$ cat src/rtl/id_ex_stage.sv
// rtl/id_ex_stage.sv - Decode to Execute/Memory pipeline register with Writeback forwarding
//
// Purpose:
//   Captures one decoded instruction per cycle and presents its operands and
//   controls to the combined Execute/Memory stage one cycle later. RAW hazards
//   are resolved by forwarding the Writeback result at two points. The first is
//   at capture, which covers a register-file write and read in the same cycle.
//   The second is on the outgoing operands, which covers a producer that is one
//   instruction ahead. Supports hold (stall from downstream) and flush (branch kill).
//
// Optional feature:
//   ID_EX_PERF_EN - adds perf_bubbles / perf_holds event counters.
//
// Ports:
//   clk, rst_n          clock, asynchronous active-low reset
//   id_*                decoded instruction fields from Decode
//   hold, flush         downstream stall, pipeline kill (flush wins)
//   wb_reg_write/rd/result  Writeback register-file write port (forwarding source)
//   SrcA, WriteData     forwarded operands A / B
//   ImmExt, ALUControl, funct3, ALUSrc, MemWrite  Execute/Memory controls
//   ex_valid, ex_reg_write, ex_mem_to_reg, ex_rd  instruction status to later stages
//   fwd_a, fwd_b        outgoing operand is taken from Writeback this cycle
//   perf_bubbles, perf_holds  (ID_EX_PERF_EN only) event counters

module id_ex_stage #(
   parameter int XLEN   = 32,
   parameter int REG_AW = 5
) (
   input  logic              clk,
   input  logic              rst_n,
   input  logic              id_valid,
   input  logic [REG_AW-1:0] id_rs1,
   input  logic [REG_AW-1:0] id_rs2,
   input  logic [REG_AW-1:0] id_rd,
   input  logic [XLEN-1:0]   id_rs1_val,
   input  logic [XLEN-1:0]   id_rs2_val,
   input  logic [XLEN-1:0]   id_imm,
   input  logic [2:0]        id_alu_ctrl,
   input  logic [2:0]        id_funct3,
   input  logic              id_mem_write,
   input  logic              id_alu_src,
   input  logic              id_reg_write,
   input  logic              id_mem_to_reg,
   input  logic              hold,
   input  logic              flush,
   input  logic              wb_reg_write,
   input  logic [REG_AW-1:0] wb_rd,
   input  logic [XLEN-1:0]   wb_result,
   output logic [XLEN-1:0]   SrcA,
   output logic [XLEN-1:0]   WriteData,
   output logic [XLEN-1:0]   ImmExt,
   output logic [2:0]        ALUControl,
   output logic [2:0]        funct3,
   output logic              ALUSrc,
   output logic              MemWrite,
   output logic              ex_valid,
   output logic              ex_reg_write,
   output logic              ex_mem_to_reg,
   output logic [REG_AW-1:0] ex_rd,
   output logic              fwd_a,
   output logic              fwd_b
`ifdef ID_EX_PERF_EN
   ,
   output logic [31:0]       perf_bubbles,
   output logic [31:0]       perf_holds
`endif
);

   logic              valid_q, valid_d;
   logic              reg_write_q, reg_write_d;
   logic              mem_to_reg_q, mem_to_reg_d;
   logic              mem_write_q, mem_write_d;
   logic              alu_src_q, alu_src_d;
   logic [2:0]        alu_ctrl_q, alu_ctrl_d;
   logic [2:0]        funct3_q, funct3_d;
   logic [REG_AW-1:0] rd_q, rd_d;
   logic [REG_AW-1:0] rs1_q, rs1_d;
   logic [REG_AW-1:0] rs2_q, rs2_d;
   logic [XLEN-1:0]   rs1_val_q, rs1_val_d;
   logic [XLEN-1:0]   rs2_val_q, rs2_val_d;
   logic [XLEN-1:0]   imm_q, imm_d;

   logic match_ex_rs1, match_ex_rs2, match_id_rs1, match_id_rs2;
   logic load_bubble;

   // x0 is hard-wired zero, so a write to it must never be forwarded.
   always_comb begin
      match_ex_rs1 = wb_reg_write && (wb_rd != '0) && (wb_rd == rs1_q);
      match_ex_rs2 = wb_reg_write && (wb_rd != '0) && (wb_rd == rs2_q);
      match_id_rs1 = wb_reg_write && (wb_rd != '0) && (wb_rd == id_rs1);
      match_id_rs2 = wb_reg_write && (wb_rd != '0) && (wb_rd == id_rs2);
   end

   assign load_bubble = flush || (!hold && !id_valid);

   always_comb begin
      valid_d      = valid_q;
      reg_write_d  = reg_write_q;
      mem_to_reg_d = mem_to_reg_q;
      mem_write_d  = mem_write_q;
      alu_src_d    = alu_src_q;
      alu_ctrl_d   = alu_ctrl_q;
      funct3_d     = funct3_q;
      rd_d         = rd_q;
      rs1_d        = rs1_q;
      rs2_d        = rs2_q;
      rs1_val_d    = rs1_val_q;
      rs2_val_d    = rs2_val_q;
      imm_d        = imm_q;
      if (load_bubble) begin
         valid_d      = 1'b0;
         reg_write_d  = 1'b0;
         mem_to_reg_d = 1'b0;
         mem_write_d  = 1'b0;
         alu_src_d    = 1'b0;
         alu_ctrl_d   = '0;
         funct3_d     = '0;
         rd_d         = '0;
         rs1_d        = '0;
         rs2_d        = '0;
         rs1_val_d    = '0;
         rs2_val_d    = '0;
         imm_d        = '0;
      end else if (hold) begin
         // The producer may leave Writeback while we stall, so latch its value now.
         if (match_ex_rs1) rs1_val_d = wb_result;
         if (match_ex_rs2) rs2_val_d = wb_result;
      end else begin
         valid_d      = 1'b1;
         reg_write_d  = id_reg_write;
         mem_to_reg_d = id_mem_to_reg;
         mem_write_d  = id_mem_write;
         alu_src_d    = id_alu_src;
         alu_ctrl_d   = id_alu_ctrl;
         funct3_d     = id_funct3;
         rd_d         = id_rd;
         rs1_d        = id_rs1;
         rs2_d        = id_rs2;
         // Register file read in the same cycle as its write returns stale data.
         rs1_val_d    = match_id_rs1 ? wb_result : id_rs1_val;
         rs2_val_d    = match_id_rs2 ? wb_result : id_rs2_val;
         imm_d        = id_imm;
      end
   end

   always_ff @(posedge clk or negedge rst_n) begin
      if (!rst_n) begin
         valid_q      <= 1'b0;
         reg_write_q  <= 1'b0;
         mem_to_reg_q <= 1'b0;
         mem_write_q  <= 1'b0;
         alu_src_q    <= 1'b0;
         alu_ctrl_q   <= '0;
         funct3_q     <= '0;
         rd_q         <= '0;
         rs1_q        <= '0;
         rs2_q        <= '0;
         rs1_val_q    <= '0;
         rs2_val_q    <= '0;
         imm_q        <= '0;
      end else begin
         valid_q      <= valid_d;
         reg_write_q  <= reg_write_d;
         mem_to_reg_q <= mem_to_reg_d;
         mem_write_q  <= mem_write_d;
         alu_src_q    <= alu_src_d;
         alu_ctrl_q   <= alu_ctrl_d;
         funct3_q     <= funct3_d;
         rd_q         <= rd_d;
         rs1_q        <= rs1_d;
         rs2_q        <= rs2_d;
         rs1_val_q    <= rs1_val_d;
         rs2_val_q    <= rs2_val_d;
         imm_q        <= imm_d;
      end
   end

   // Forward onto both operands regardless of ALUSrc: WriteData also feeds stores.
   assign SrcA          = match_ex_rs1 ? wb_result : rs1_val_q;
   assign WriteData     = match_ex_rs2 ? wb_result : rs2_val_q;
   assign fwd_a         = match_ex_rs1 && valid_q;
   assign fwd_b         = match_ex_rs2 && valid_q;
   assign ImmExt        = imm_q;
   assign ALUControl    = alu_ctrl_q;
   assign funct3        = funct3_q;
   assign ALUSrc        = alu_src_q;
   assign MemWrite      = mem_write_q && valid_q;
   assign ex_valid      = valid_q;
   assign ex_reg_write  = reg_write_q;
   assign ex_mem_to_reg = mem_to_reg_q;
   assign ex_rd         = rd_q;

`ifdef ID_EX_PERF_EN
   logic [31:0] perf_bubbles_q, perf_bubbles_d;
   logic [31:0] perf_holds_q, perf_holds_d;

   always_comb begin
      perf_bubbles_d = perf_bubbles_q + {31'd0, load_bubble};
      perf_holds_d   = perf_holds_q + {31'd0, (hold && !flush)};
   end

   always_ff @(posedge clk or negedge rst_n) begin
      if (!rst_n) begin
         perf_bubbles_q <= '0;
         perf_holds_q   <= '0;
      end else begin
         perf_bubbles_q <= perf_bubbles_d;
         perf_holds_q   <= perf_holds_d;
      end
   end

   assign perf_bubbles = perf_bubbles_q;
   assign perf_holds   = perf_holds_q;
`endif

endmodule

$ cat config.mk
export PLATFORM = sky130hd
export DESIGN_NAME = id_ex_stage
export DESIGN_NICKNAME = d
export VERILOG_FILES = /design/src/rtl/id_ex_stage.sv
export SDC_FILE = /design/constraint.sdc
export NUM_CORES = 1
export LEC_CHECK = 0
export ABC_AREA = 1
export CORE_MARGIN = 2
export CORE_UTILIZATION = 49
export DETAILED_ROUTE_END_ITERATION = 12
export PLACE_DENSITY = 0.87
export SLEW_MARGIN = 0
export SYNTH_ARGS = -nofsm -noshare
export SYNTH_HDL_FRONTEND = slang
export SYNTH_SLANG_ARGS = --single-unit
$ cat constraint.sdc
create_clock -name clk -period 2.01 [get_ports clk]
set_input_delay 0.201 -clock clk [delete_from_list [all_inputs] [get_ports clk]]
set_output_delay 0.201 -clock clk [all_outputs]
set_load 0.01 [all_outputs]
==> summary.md, run 1 <==
| Metric | Value |
|---|---|
| Setup repair after global routing missed its margin | yes |
| Number of storage elements in the synthesis netlist | 122 |
| Avg Cell Area, Syn | 7.62 µm² |
| Synth top area cells | dfrtp_1, nand3_1, nand2_1, inv_1, a22o_1 |
| Average routed wire per standard cell | 19.5 µm |
| Max-Slew Margin vs Limit | 64.0% |
| Number of global-route vias before repair | 8,735 |
| Antenna violations before repair | 2 |
| Initial Utilization | 50.2% |
| Data arrival at the endpoint of the critical path | 2.05 ns |
| Number of nets in the layout | 1,514 |
| Crit Path Category | register to output port |
| Antenna-violating nets left | 0 |
| Yosys cell types | 26 |
| Fraction of layout instances using a drive strength above 1 | 28.0% |
| Area growth, synth to finish | 68.6% |
| Number of setup violations in the final report | 66 |
| Sinks on Clock Net | 122 |
| Final sum of negative setup slack | -13.05 ns |
| Design area | 12,900 µm² |
| Top-level port count | 278 |
| Tightest Pin Transition | 0.540 ns |
| Status | finished, violations left |
| Pwr dens | 605 nW/µm² |
| Core region area | 15,300 µm² |
| Net Sw Power | 0.00231 W |
| Commonest non-fill, non-tap cell in the layout | clkdlybuf4s50_1 |
| Worst Setup Slack, final | -0.244 ns |
| Worst IR Drop VDD | 580 µV |
| Drt first pass iters | 5 |
| Worst min path class | input port to asynchronous set/reset pin |
| Worst reg-to-reg path cell count | 11 |
| Launching element type of the critical path | register |
| DRC marker count from the first detailed-route iteration | 986 |
| First element of the critical path | rs1_q[1]$_DFFE_PN0P_ |
| Count of yosys warnings during synthesis | 0 |
| Final Non-Filler Cells | 1,576 |
| Number of buffers between clock root and the deepest sink | 2 |
| Proportion of netlist area held by the largest area contributor | 39.9% |
| Placed wire-length estimate after detailed placement | 18.4 mm |
| Internal power | 0.00551 W |
| Critical path fanouts, max | 6 |
| Number of buffers inserted by port buffering | 277 |
| Proportion of power drawn by the clock network | 40.2% |
| Library cell with the largest summed area after synthesis | dfrtp_1 |
| Synthesized area | 7650 µm² |
| Clock transition at the registers of the reported paths | 0.06 ns |
| Global-route wire length before repair | 44.4 mm |
| CTS H-tree depth | 4 |
| Clock latency at the later pin of the worst-skew pair | 0.43 ns |
| Total wirelength of the detailed-routed design | 30.8 mm |
| Violated checks | setup timing |
| Share of the yosys chip area belonging to registers | 39.9% |
| Routability cong. | 0.906 |
| Crit path to | SrcA[0] |
| Reg2Reg Setup Slack | 0.23 ns |
| Share of the clock period used by the worst path | 112% |
| Total congestion overflow | 0 |
| Fmax | 444 MHz |
| Overall die width | 129 µm |
| # rows | 45 |
| Leakage | 6.54 nW |
| Fraction of power consumed by sequential logic | 33.8% |
| Die height | 129 µm |
| Final max-slew violation count | 0 |
| Synthesized instance count | 1,005 |
| Highest-count cells in the layout ignoring fill and taps | clkdlybuf4s50_1, nand3_1, inv_1 |
| Cell chosen for the clock root | clkbuf_16 |
| Die area | 16,600 µm² |
| Count of final hold-check violations | 0 |
| Cell Count Post-Placement | 1,493 |
| Avg Vias per Cell | 5.72 |
| Layout Skew | 0.0111 ns |
| Net switching fraction of the power | 29.5% |
| Capturing element type of the critical path | output port |
| Hold WS | 0.303 ns |
| Via count of the routed design | 9,017 |
| Req. time, crit path | 1.81 ns |
| Largest net degree at the start of global routing | 50 |
| Gr usage total | 34.5% |
| Total CTS buffers | 17 |
| Remaining DRCs | 0 |
| Placed Area | 11,000 µm² |
| Number of violations of the max-capacitance limit | 0 |
| Clock tree from TritonCTS | yes |
| Comb power frac | 26.0% |
| Reg-to-Reg End | rs2_val_q[3]$_DFF_PN0_ |
| Post-Syn Nets | 1,169 |
| Reg-to-reg startpoint | rs2_q[0]$_DFFE_PN0P_ |
| Final period demand of the worst path | 2.25 ns |
-- cells in the mapped netlist --
cell type,number
nor2_4,4
nand4_1,64
nand2_1,189
o21ai_0,4
nor2_1,10
inv_2,6
buf_4,12
buf_1,3
dfrtp_1,122
nand3_2,3
xnor2_1,4
o22ai_1,2
nand3_1,194
a21oi_1,1
a22o_1,51
and2_1,64
buf_2,37
nand2_4,2
clkbuf_1,2
nor2_2,3
xor2_1,8
nor3_4,2
nand2_2,29
inv_1,172
buf_6,16
nor2_8,1
-- timing repair --
item	in CTS	in global routing
setup endpoints to repair	66	66
endpoints found under the hold margin	33	0
gates cloned	9	4
buffers inserted	21	14
pin swaps	12	17
hold buffers	1	0
gates resized for setup	357	166
-- worst max-delay path, stage by stage (launching register included) --
cell	delay, ns
dfrtp_1	0.39
inv_2	0.06
nand2_1	0.06
nand2_2	0.08
nand2_2	0.07
nor2_4	0.10
buf_6	0.11
nand3_4	0.20
clkbuf_16	0.24
nand2_4	0.06
and2_4	0.15
buf_6	0.10
-- metal layers --
| layer | part of all wire (%) | global-route usage (%) |
|---|---|---|
| met4 | 6.2 | 18.8 |
| met2 | 49 | 56.9 |
| met5 | 0 | 0 |
| met3 | 9.3 | 9.27 |
| met1 | 36 | 41.2 |
-- how the worst min path moves through the flow --
stage | start | to | slack (ns) | cells past startpoint
floorplan | rst_n | ALUControl[0]$_DFFE_PN0P_ | -0.09 | 0
CTS | rst_n | rs2_val_q[22]$_DFF_PN0_ | 0.31 | 2
global route | rst_n | rs2_val_q[13]$_DFF_PN0_ | 0.34 | 2
global placement | rst_n | rs2_val_q[13]$_DFF_PN0_ | 0.21 | 1
finish | rst_n | rs2_val_q[13]$_DFF_PN0_ | 0.30 | 2
detailed placement | rst_n | rs2_val_q[22]$_DFF_PN0_ | 0.21 | 1
-- through the flow --
| step | total power, W | utilization, % | setup slack [ns] |
|---|---|---|---|
| after floorplan | 0.00340 | - | 0.518 |
| after global placement | 0.00428 | 72.0 | -0.487 |
| after detailed placement | 0.00431 | 72.0 | -0.558 |
| after CTS | 0.00758 | 80.0 | -0.265 |
| after global routing | 0.00808 | 84.6 | -0.303 |
| final | 0.00781 | 84.6 | -0.244 |
-- kinds of logic (layout without fill, tap and decap cells) --
family | count (synthesis) | after routing | share of synthesized area [%]
buffers and inverters | 248 | 606 | 14.9
AND/OR/NAND/NOR | 565 | 565 | 37.5
XOR/XNOR | 12 | 12 | 1.37
other | 0 | 2 | 0
AO/OA/AOI/OAI | 58 | 58 | 6.33
flip-flops | 122 | 122 | 39.9
-- area by class of cell --
type                    count  area [µm²]
diodes                      2        5.00
clock buffers              17         425
flip-flops and latches    122        3050
clock inverters            15         179
well taps                 211         264
inverters                 178         668
fillers                   851        2350
repair buffers            396        4270
multi-input cells         635        4040
-- power by group through the flow --
stage	registers (W)	logic (W)	clock network (W)
finish	0.00264	0.00203	0.00314
global placement	0.00267	0.00160	0
floorplan	0.00269	0.000708	0
detailed placement	0.00268	0.00163	0
global route	0.00265	0.00214	0.00329
CTS	0.00263	0.00179	0.00315
(Power assumes the default switching activity.)
==> run 2, diff against run 1 <==
--- a/config.mk
+++ b/config.mk
@@ -6,6 +6,7 @@
 export NUM_CORES = 1
 export LEC_CHECK = 0
 export ABC_AREA = 1
+export CAP_MARGIN = 40
 export CORE_MARGIN = 2
 export CORE_UTILIZATION = 49
 export DETAILED_ROUTE_END_ITERATION = 12
==> results of run 2 <==
No change in the layout: final DEF, timing and power equal those of run 1.
==> run 3, diff against run 2 <==
--- a/config.mk
+++ b/config.mk
@@ -8,9 +8,9 @@
 export ABC_AREA = 1
 export CAP_MARGIN = 40
 export CORE_MARGIN = 2
-export CORE_UTILIZATION = 49
+export CORE_UTILIZATION = 41
 export DETAILED_ROUTE_END_ITERATION = 12
-export PLACE_DENSITY = 0.87
+export PLACE_DENSITY = 0.77
 export SLEW_MARGIN = 0
 export SYNTH_ARGS = -nofsm -noshare
 export SYNTH_HDL_FRONTEND = slang
==> constraint.sdc (replaced) <==
create_clock -name clk -period 2 [get_ports clk]
set_input_delay 0.2 -clock clk [delete_from_list [all_inputs] [get_ports clk]]
set_output_delay 0.2 -clock clk [all_outputs]
set_load 0.01 [all_outputs]
==> run 3 against run 2 <==
Against the previous run:
- largest cell class unchanged
- first-iteration DRC count fell by 38%
- the run still ends with setup timing left
- clock power fell by 5%
- die area rose by 19%
==> summary.md, run 3 (synthesis gave the netlist of run 1 again) <==
| Metric | Value |
|---|---|
| Total congestion overflow | 0 (unchanged) |
| Die area | 19,800 µm² (+19%) |
| # rows | 49 (+8.9%) |
| Leakage | 6.35 nW (-3.0%) |
| Number of nets in the layout | 1,504 (-0.66%) |
| Remaining DRCs | 0 (unchanged) |
| Met2 WL | 13.8 mm (-7.7%) |
| Number of global-route vias before repair | 8,211 (-6.0%) |
| Clock tree from TritonCTS | yes |
| Core region area | 18,100 µm² (+19%) |
| Clock transition at the registers of the reported paths | 0.07 ns (about the same) |
| Detailed-routing wirelength on met1 | 10.9 mm (-1.2%) |
| Worst Setup Slack, final | -0.254 ns (-0.00973 ns) |
| Setup repair after global routing missed its margin | yes |
| Area growth, synth to finish | 62.7% |
| Number of buffers inserted by port buffering | 277 (unchanged) |
| Final period demand of the worst path | 2.25 ns |
| Routability cong. | 0.892 (-1.5%) |
| Cell Count Post-Placement | 1,523 (+2.0%) |
| Fmax | 444 MHz |
| Status | finished, violations left |
| First element of the critical path | rs2_q[4]$_DFFE_PN0P_ |
| Worst min path class | input port to asynchronous set/reset pin |
| Avg Vias per Cell | 5.30 (-7.3%) |
| Final Non-Filler Cells | 1,582 (+0.38%) |
| Reg-to-Reg End | rs2_val_q[15]$_DFF_PN0_ |
| Final max-slew violation count | 0 (unchanged) |
| Reg2Reg Setup Slack | 0.26 ns (+0.03 ns) |
| Highest metal layer used by the detailed router | met4 |
| Via count of the routed design | 8,392 (-6.9%) |
| Drt first pass iters | 5 (unchanged) |
| Placed wire-length estimate after detailed placement | 18.5 mm (+0.21%) |
| Commonest non-fill, non-tap cell in the layout | clkdlybuf4s50_1 |
| Worst IR Drop VDD | 569 µV (-1.9%) |
| Largest net degree at the start of global routing | 63 (+26%) |
| Launching element type of the critical path | register |
| Average routed wire per standard cell | 17.7 µm (-9.5%) |
| Count of final hold-check violations | 0 (unchanged) |
| Max-Slew Margin vs Limit | 76.1% (+12 points) |
| Highest-count cells in the layout ignoring fill and taps | clkdlybuf4s50_1, nand3_1, inv_1 |
| Antenna-violating nets left | 0 (unchanged) |
| Reg-to-reg startpoint | rs2_q[1]$_DFFE_PN0P_ |
| Capturing element type of the critical path | output port |
| Number of setup violations in the final report | 66 (unchanged) |
| Overall die width | 141 µm (+9.0%) |
| DRC marker count from the first detailed-route iteration | 616 (-38%) |
| Pwr dens | 602 nW/µm² (-0.51%) |
| Critical path fanouts, max | 10 (+4) |
| Antenna violations before repair | 0 (-2) |
| Violated checks | setup timing |
| Tightest Pin Transition | 0.359 ns (-0.181 ns) |
| Initial Utilization | 42.2% (-8.0 points) |
| Layout Skew | 0.0104 ns (-0.000698 ns) |
| Data arrival at the endpoint of the critical path | 2.05 ns (about the same) |
| Number of diodes added for antenna fixing | 0 (-2) |
| Clock latency at the later pin of the worst-skew pair | 0.42 ns (about the same) |
| Number of buffers between clock root and the deepest sink | 2 (unchanged) |
| Total wirelength of the detailed-routed design | 28.0 mm (-9.2%) |
| Req. time, crit path | 1.80 ns (about the same) |
| Crit path to | WriteData[28] |
| Global-route wire length before repair | 42.5 mm (-4.4%) |
| Die height | 141 µm (+9.0%) |
| Total CTS buffers | 17 (unchanged) |
| Gr usage total | 27.1% (-7.4 points) |
| CTS H-tree depth | 4 (unchanged) |
| Top-level port count | 278 (unchanged) |
| Worst reg-to-reg path cell count | 12 (+1) |
| Crit Path Category | register to output port |
| Sinks on Clock Net | 122 (unchanged) |
| Design area | 12,500 µm² (-3.5%) |
| Share of the clock period used by the worst path | 113% |
| Cell chosen for the clock root | clkbuf_16 |
| Placed Area | 11,100 µm² (+0.77%) |
| Fraction of layout instances using a drive strength above 1 | 26.5% (-1.4 points) |
| Routed length on met3 | 2.41 mm (-16%) |
| Number of violations of the max-capacitance limit | 0 (unchanged) |
run 3: cell count changes in the layout (fill, tap and decap cells not counted), moves of 15 or more:
cell     change
nand3_2     +15
and2_4      -19
buf_2       +23
nand2_4     -27
and2_1      +19
nand2_2     +22
buf_6       -25
run 3: cell type report:
type / count / area [µm²]
Clock buffer: 18 / 439
Clock inverter: 14 / 125
Fill cell: 1443 / 5700
Inverter: 178 / 668
Multi-Input combinational cell: 635 / 3900
Sequential cell: 122 / 3050
Tap cell: 229 / 287
Timing Repair Buffer: 386 / 3980
run 3: worst min path at each step:
stage                                end  slack [ns]
5_1_grt        ex_mem_to_reg$_DFFE_PN0P_        0.36
3_5_place_dp   ex_mem_to_reg$_DFFE_PN0P_        0.24
2_1_floorplan  ALUControl[0]$_DFFE_PN0P_        -0.1
3_3_place_gp       ImmExt[4]$_DFFE_PN0P_        0.24
6_report       ex_mem_to_reg$_DFFE_PN0P_        0.33
4_1_cts        ex_mem_to_reg$_DFFE_PN0P_        0.34
run 3: metrics by stage:
| step | hold slack, ns | utilization [%] | setup TNS, ns | setup WS, ns | total power, W |
|---|---|---|---|---|---|
| 2_1_floorplan | -0.0956 | - | 0 | 0.509 | 0.00341 |
| 3_3_place_gp | 0.244 | 61.0 | -34.52 | -0.521 | 0.00431 |
| 3_5_place_dp | 0.244 | 61.0 | -38.33 | -0.598 | 0.00434 |
| 4_1_cts | 0.340 | 65.5 | -13.05 | -0.334 | 0.00738 |
| 5_1_grt | 0.355 | 68.6 | -17.78 | -0.355 | 0.00781 |
| 6_report | 0.331 | 68.6 | -11.18 | -0.254 | 0.00750 |
run 3: power by group:
part	switching (W)	internal [W]	leakage (nW)	total (W)
logic	0.000915	0.000966	4.43	0.00188
clock network	0.00130	0.00167	0.273	0.00297
registers	0.0000558	0.00259	1.65	0.00265
total	0.00227	0.00523	6.35	0.00750
run 3: worst max-delay path: stages, from the launching register on:
cell and delay, ns:
dfrtp_1 0.41, xor2_2 0.17, nor3_4 0.29, buf_6 0.18, buf_12 0.15, nand3_1 0.12, and2_4 0.18, buf_4 0.13
run 3: timing repair:
action                                 4_1_cts  5_1_grt
endpoints found under the hold margin      122        0
buffers inserted                             9       11
setup endpoints to repair                   66       66
pin swaps                                   19       23
hold buffers                                 1        0
gates cloned                                 4        4
gates resized for setup                    352      114
run 3: routing by layer:
metal / global-route usage, % / vias up
li1: - / 3917
met1: 33.4 / 3962
met2: 45.9 / 446
met3: 6.96 / 67
met4: 10.3 / 0
met5: 0 / -
